<file path="src/rtl/regfile_pkg.sv">
// Shared register-file parameters, regdump FSM encodings and the trace beat payload.
package regfile_pkg;

   localparam int unsigned NUM_REGS = 32;
   localparam int unsigned ADDR_W   = 5;
   localparam int unsigned DATA_W   = 32;
   localparam int unsigned REGDUMP_ST_W = 3;

   typedef logic [REGDUMP_ST_W-1:0] regdump_state_t;

   localparam regdump_state_t REGDUMP_IDLE  = 3'd0;
   localparam regdump_state_t REGDUMP_FETCH = 3'd1;
   localparam regdump_state_t REGDUMP_SEND  = 3'd2;
   localparam regdump_state_t REGDUMP_CSUM  = 3'd3;
   localparam regdump_state_t REGDUMP_DONE  = 3'd4;

   localparam logic [ADDR_W-1:0] REGDUMP_LAST_IDX = ADDR_W'(NUM_REGS - 1);

   // One streamed beat: register value (or checksum) plus its side-band flags.
   typedef struct packed {
      logic [DATA_W-1:0] data;
      logic [ADDR_W-1:0] index;
      logic              last;
      logic              csum;
   } regdump_beat_t;

endpackage

</file>
<file path="src/rtl/regfile_dump.sv">
// Debug/trace reader: walks the register file through a spare read port and streams
// each value on valid/ready. Define REGDUMP_CHECKSUM_EN to append an XOR checksum beat.
module regfile_dump
   import regfile_pkg::*;
(
   input  logic              clk,
   input  logic              reset_n,
   input  logic              start,
   output logic              busy,
   output logic              done,
   output logic [ADDR_W-1:0] rd_addr,
   input  logic [DATA_W-1:0] rd_data,
   output logic              m_valid,
   input  logic              m_ready,
   output logic [DATA_W-1:0] m_data,
   output logic [ADDR_W-1:0] m_index,
   output logic              m_last,
   output logic              m_csum
);

`ifdef REGDUMP_CHECKSUM_EN
   localparam bit HAS_CSUM = 1'b1;
`else
   localparam bit HAS_CSUM = 1'b0;
`endif

   regdump_state_t    state,   state_nxt;
   logic [ADDR_W-1:0] idx,     idx_nxt;
   regdump_beat_t     beat,    beat_nxt;
   logic              valid_q, valid_nxt;
   logic              busy_q,  busy_nxt;
   logic              done_q,  done_nxt;
`ifdef REGDUMP_CHECKSUM_EN
   logic [DATA_W-1:0] csum_q,  csum_nxt;
`endif

   // Next-state and next-output logic
   always_comb begin
      state_nxt = state;
      idx_nxt   = idx;
      beat_nxt  = beat;
      valid_nxt = valid_q;
`ifdef REGDUMP_CHECKSUM_EN
      csum_nxt  = csum_q;
`endif

      case (state)
         REGDUMP_IDLE: begin
            if (start) begin
               idx_nxt   = '0;
`ifdef REGDUMP_CHECKSUM_EN
               csum_nxt  = '0;
`endif
               state_nxt = REGDUMP_FETCH;
            end
         end

         REGDUMP_FETCH: begin
            beat_nxt.data  = rd_data;
            beat_nxt.index = idx;
            beat_nxt.last  = (idx == REGDUMP_LAST_IDX) && !HAS_CSUM;
            beat_nxt.csum  = 1'b0;
            valid_nxt      = 1'b1;
            state_nxt      = REGDUMP_SEND;
         end

         REGDUMP_SEND: begin
            if (m_ready) begin
               valid_nxt = 1'b0;
`ifdef REGDUMP_CHECKSUM_EN
               csum_nxt  = csum_q ^ beat.data;
`endif
               if (idx == REGDUMP_LAST_IDX) begin
`ifdef REGDUMP_CHECKSUM_EN
                  state_nxt = REGDUMP_CSUM;
`else
                  state_nxt = REGDUMP_DONE;
`endif
               end else begin
                  idx_nxt   = idx + ADDR_W'(1);
                  state_nxt = REGDUMP_FETCH;
               end
            end
         end

`ifdef REGDUMP_CHECKSUM_EN
         // First cycle loads the checksum beat; it then holds until accepted.
         REGDUMP_CSUM: begin
            if (!valid_q) begin
               beat_nxt.data  = csum_q;
               beat_nxt.index = REGDUMP_LAST_IDX;
               beat_nxt.last  = 1'b1;
               beat_nxt.csum  = 1'b1;
               valid_nxt      = 1'b1;
            end else if (m_ready) begin
               valid_nxt = 1'b0;
               state_nxt = REGDUMP_DONE;
            end
         end
`endif

         REGDUMP_DONE: begin
            state_nxt = REGDUMP_IDLE;
         end

         default: begin
            state_nxt = REGDUMP_IDLE;
         end
      endcase

      busy_nxt = (state_nxt == REGDUMP_FETCH) || (state_nxt == REGDUMP_SEND) ||
                 (state_nxt == REGDUMP_CSUM);
      done_nxt = (state_nxt == REGDUMP_DONE);
   end

   // State and output registers
   always_ff @(posedge clk or negedge reset_n) begin
      if (!reset_n) begin
         state   <= REGDUMP_IDLE;
         idx     <= '0;
         beat    <= '0;
         valid_q <= 1'b0;
         busy_q  <= 1'b0;
         done_q  <= 1'b0;
      end else begin
         state   <= state_nxt;
         idx     <= idx_nxt;
         beat    <= beat_nxt;
         valid_q <= valid_nxt;
         busy_q  <= busy_nxt;
         done_q  <= done_nxt;
      end
   end

`ifdef REGDUMP_CHECKSUM_EN
   always_ff @(posedge clk or negedge reset_n) begin
      if (!reset_n) begin
         csum_q <= '0;
      end else begin
         csum_q <= csum_nxt;
      end
   end
`endif

   assign busy    = busy_q;
   assign done    = done_q;
   assign rd_addr = idx;
   assign m_valid = valid_q;
   assign m_data  = beat.data;
   assign m_index = beat.index;
   assign m_last  = beat.last;
   assign m_csum  = beat.csum;

endmodule

</file>
<file path="config.mk">
export PLATFORM = sky130hd
export DESIGN_NAME = regfile_dump
export DESIGN_NICKNAME = d
export VERILOG_FILES = /design/src/rtl/regfile_pkg.sv /design/src/rtl/regfile_dump.sv
export SDC_FILE = /design/constraint.sdc
export NUM_CORES = 1
export LEC_CHECK = 0
export ABC_AREA = 1
export CORE_MARGIN = 5
export CORE_UTILIZATION = 38
export CTS_BUF_LIST = sky130_fd_sc_hd__clkbuf_16
export CTS_CLUSTER_SIZE = 28
export DETAILED_ROUTE_END_ITERATION = 6
export PLACE_DENSITY = 0.75
export SYNTH_ARGS = -nofsm -noshare
export SYNTH_HDL_FRONTEND = slang
export SYNTH_SLANG_ARGS = --single-unit
</file>
<file path="constraint.sdc">
create_clock -name clk -period 1.4 [get_ports clk]
set_input_delay 0.14 -clock clk [delete_from_list [all_inputs] [get_ports clk]]
set_output_delay 0.14 -clock clk [all_outputs]
set_load 0.05 [all_outputs]
</file>
Word level (Yosys, flattened, before mapping)
Cells that the tools add are included.
W data, S select, Z words.

operators by class
  add/sub/neg operators = 1
  reduce and logical (&&, ||, !) cells = 7
  equality and inequality tests = 10
  multiplexer cells = 10

operators with widths
  kind                   count
  $mux W5                3
  $pmux W5 S2            1
  $eq A3 B2 Y1 const B   3
  $mux W3                3
  $pmux W3 S3            1
  $eq A3 B1 Y1 const B   2
  $ne A2 B2 Y1 const B   3
  $add A5 B1 Y5 const B  1
  $eq A5 B5 Y1 const B   1
  $reduce_and A4 Y1      1
  $reduce_bool A2 Y1     2
  $eq A3 B3 Y1 const B   1
  $logic_not A3 Y1       1
  $logic_or A1 B1 Y1     2
  $pmux W1 S2            1
  $reduce_and A2 Y1      1
  $mux W1                1

word-level totals
  input bits = 36
  register bits = 49
  output and inout bits = 47
  logic and storage cells = 36

Longest topological paths before layout
Gate-level depths: netlist of run 1.

  depth in word-level cells = 7
  mapped depth = 11

Worst setup path after synthesis of run 1
No wires, ideal clock.

  path type = reg-to-reg
  from = reg idx[0] (netlist: rd_addr[0])
  to = reg idx[3] (netlist: rd_addr[3])
  setup time = 119 ps
  cell stages (with the launch flop) = 12
  data arrival time = 1693 ps
  setup slack = -412 ps
  clock period less this slack = 1812 ps
  path through = dfrtp_1 ha_1 nand2_1 nor2_1 ha_1 inv_1 nand2_1 nand2_1 nand2_4 nand2_2 nand2_1 nand2_1

between the ends
  cells in the longest elaborated chain, start to end = 4
  elaborated cells on any way between the ends = 7

ends and longest elaborated chain
  what                    RTL line             source
  from (decl)             regfile_dump.sv:28   logic [ADDR_W-1:0] idx, idx_nxt;
  from (signal assigned)  regfile_dump.sv:127  idx <= idx_nxt;
  $add A5 B1 Y5           regfile_dump.sv:80   idx_nxt = idx + ADDR_W'(1);
  $mux W5                 regfile_dump.sv:73   if (idx == REGDUMP_LAST_IDX) begin
  $mux W5                 regfile_dump.sv:68   if (m_ready) begin
  $pmux W5 S2             regfile_dump.sv:47   case (state)

Several ways; a longest one is shown, not always the timed one. The select of a mux whose other input is x is not followed.
A chain may end at the register's enable or synchronous reset.

Final worst setup path of run 1
  from = reg idx[1] (netlist: rd_addr[1])
  to = reg idx[4] (netlist: rd_addr[4])

The elaborated chain is that of the path after synthesis.

==> results of run 1 <==
[worst min path at each step]
| stage | from | to | slack [ns] | cells after the start |
|---|---|---|---|---|
| 2_1_floorplan | reset_n | busy | -0.16 | 0 |
| 3_5_place_dp | reset_n | m_data[23] | 0.09 | 1 |
| 6_report | reset_n | m_data[25] | 0.32 | 2 |
| 3_3_place_gp | reset_n | m_data[20] | 0.09 | 1 |
| 4_1_cts | reset_n | m_data[23] | 0.33 | 2 |
| 5_1_grt | reset_n | m_data[23] | 0.36 | 2 |
[critical path, delay by kind of cell, from the launching register on]
kind | cells | cell delay [ns]
DFF | 1 | 0.42
and+or+nand+nor | 7 | 0.45
buffers and inverters | 2 | 0.11
adders and majority gates | 2 | 0.34
[sequential cells by signal, summed over array words and instances (netlist names)]
register / cells
m_index: 5
busy: 1
m_last: 1
m_valid: 1
m_data: 32
state: 3
rd_addr: 5
done: 1
[stage by stage]
step / utilization / total power, mW / hold WS, ns
2_1_floorplan: - / 5.34 / -0.156
3_3_place_gp: 0.588 / 6.93 / 0.0887
3_5_place_dp: 0.588 / 7.02 / 0.0915
4_1_cts: 0.629 / 8.24 / 0.330
5_1_grt: 0.645 / 8.75 / 0.365
6_report: 0.645 / 8.25 / 0.324
[cell type report]
cell class,instances,area [um^2],area share
Clock inverter,3,17.5,0.00529
Tap cell,70,87.6,0.0264
Clock buffer,5,125,0.0378
Inverter,6,27.5,0.00831
Sequential cell,49,1230,0.371
Timing Repair Buffer,99,1020,0.307
Multi-Input combinational cell,156,810,0.244
[layer usage]
layer	vias to the layer above	GRT usage	wire length (um)
li1	897	-	-
met1	881	0.210	2360
met2	60	0.283	2700
met3	6	0.0313	377
met4	0	0.0621	50
met5	-	0	0
[placed cells by master, fill, tap and decap left out, drive strengths merged, types with 2 or more instances in the layout]
cell / instances
buf: 64
clkbuf: 5
clkdlybuf4s50: 34
clkinv: 2
dfrtp: 49
ha: 2
inv: 6
nand2: 95
nand3: 41
nand4: 2
nor2: 7
o21ai: 6
[cells by family (layout without fill, tap and decap cells)]
group,Yosys count,in the layout,share of synthesized area
simple gates,145,146,0.313
buf+inv,18,113,0.0447
compound gates,6,6,0.0149
xor+xnor,1,1,0.00435
fa+ha+maj,2,2,0.0124
flops,49,49,0.609
other cells,1,1,0.00186
[power by group through the flow]
stage	sequential, mW	clock, mW	combinational (mW)
2_1_floorplan	4.16	0	1.19
3_3_place_gp	2.36	0	4.57
3_5_place_dp	2.38	0	4.64
4_1_cts	2.37	1.18	4.69
5_1_grt	2.43	1.24	5.09
6_report	2.37	1.15	4.73
[what timing repair did]
action,CTS,global route
gates resized for setup,6,18
hold endpoints to repair,16,0
buffers inserted,4,1
cloned,1,0
pin swaps,4,8
hold buffers,1,0
setup endpoints to repair,5,10
==> impl_metrics.json, run 1 <==
{
  "cts.path.max_buffers": 2,
  "diodes": 0,
  "die_x_um": 82.8,
  "wl_um": 5490,
  "yosysTopAreaCell": "dfrtp_1",
  "yosysWarnings": 0,
  "die_h_um": 82.8,
  "grt_pass1_wl_um": 8760,
  "arrival_ns": 1.61,
  "p_sw_frac": 0.494,
  "async_reset_ff_frac": 1.00,
  "syn_inst": 222,
  "slowest_delay_ns": 0.42,
  "cts_made_buffers": 5,
  "num-fill-cells": 458,
  "clockRootBuffer": "clkbuf_16",
  "finalSetupViolations": 0,
  "yosysUniqueCellTypes": 19,
  "min_period_over_period": 0.991,
  "reg2reg_depth": 11,
  "synth_seq_cells": 49,
  "antenna_found_initial": 0,
  "drt_iter0_markers": 92,
  "vias": 1844,
  "drive_gt1_frac": 0.311,
  "syn_area_per_cell_um2": 9.07,
  "rows": 26,
  "pwr-share-comb": 0.574,
  "intPower_mw": 4.18,
  "worstSetupPathType": "reg2reg",
  "seqPwrFrac": 0.287,
  "gp_congestion": 0.754,
  "yosysTopAreaCellShare": 0.609,
  "timing.setup.tns_ns": 0,
  "io_pins": 83,
  "reg2reg_slack_ns": 0.01,
  "grt_max_degree": 34,
  "crit_fanout": 5,
  "synth.net_count": 260,
  "power_density_nw_per_um2": 2490,
  "cts.clk_slew.worst_paths_ns": 0.06,
  "drv_slew": 0,
  "portBuffers": 81,
  "finalClockSkew_ns": 0.00421,
  "wire_per_inst_um": 14.1,
  "core_um2": 5140,
  "p_leak_nw": 1.66,
  "die_area_um2": 6850,
  "final_cell_area_um2": 3310,
  "hold_violations": 0,
  "timing.fmax_ghz": 0.721,
  "grt_pass1_vias": 1913,
  "firstDrtPassIters": 4,
  "syn_area_um2": 2010,
  "stdcell_count": 388,
  "endpoint": "rd_addr[4]",
  "placed_area_um2": 3020,
  "drc": 0,
  "yosys-top-cells-area": "dfrtp_1 61%, nand2_1 17%, nand3_1 10%",
  "rsz0062_at_grt": "true",
  "critPathRequiredTime_ns": 1.63,
  "vdd_ir_drop_max_mv": 1.11,
  "clock_sinks": 49,
  "dp_hpwl_um": 3750,
  "cp-start-kind": "flop",
  "postRouteAntennaNets": 0,
  "synth_flop_cell": "dfrtp_1",
  "synth_edf_count": 0,
  "synth.most_common_cell": "nand2_1",
  "p_clk_frac": 0.139,
  "clk_latency_ns": 0.28,
  "drv_cap": 0,
  "holdCritPathClass": "in2async",
  "yosys-top-cells-count": "90 x nand2_1, 49 x dfrtp_1, 41 x nand3_1, 9 x buf_2, 5 x nor2_1",
  "post-place-ws_ns": -0.0515,
  "htreeDepth": 2,
  "crit_path_top_delay_cell": "dfrtp_2",
  "dp_cells": 373,
  "viasPerCell": 4.75,
  "globalRouteTotalUtil": 0.166,
  "timing.rr.start": "rd_addr[1]",
  "grt-ovfl-total": 0,
  "crit_start": "rd_addr[1]",
  "timing.rr.end": "rd_addr[4]",
  "endpoint_kind": "flop",
  "fin_ws_ns": 0.0130,
  "status": "finished clean",
  "tritoncts": "yes",
  "crit_top_cell": "nand2_4",
  "path_cells": "ha_4, nand2_4, nor2_4, ha_4, inv_4, nand2_4, nand2_4, nand2_8, inv_4, nand2_1, nand2_2",
  "p_sw_mw": 4.07,
  "syn_to_final_growth_pct": 64.6,
  "synth_seq_area_share": 0.609,
  "start_util": 0.392,
  "nets": 355,
  "layout_min_cycle_time_ns": 1.39
}
Note: power is estimated with default switching activity, not from simulation.
==> inputs of run 2 (changes only) <==
CTS_CLUSTER_SIZE = 8   (was 28)
==> results of run 2 <==
No change in the layout: final DEF, timing and power equal those of run 1.
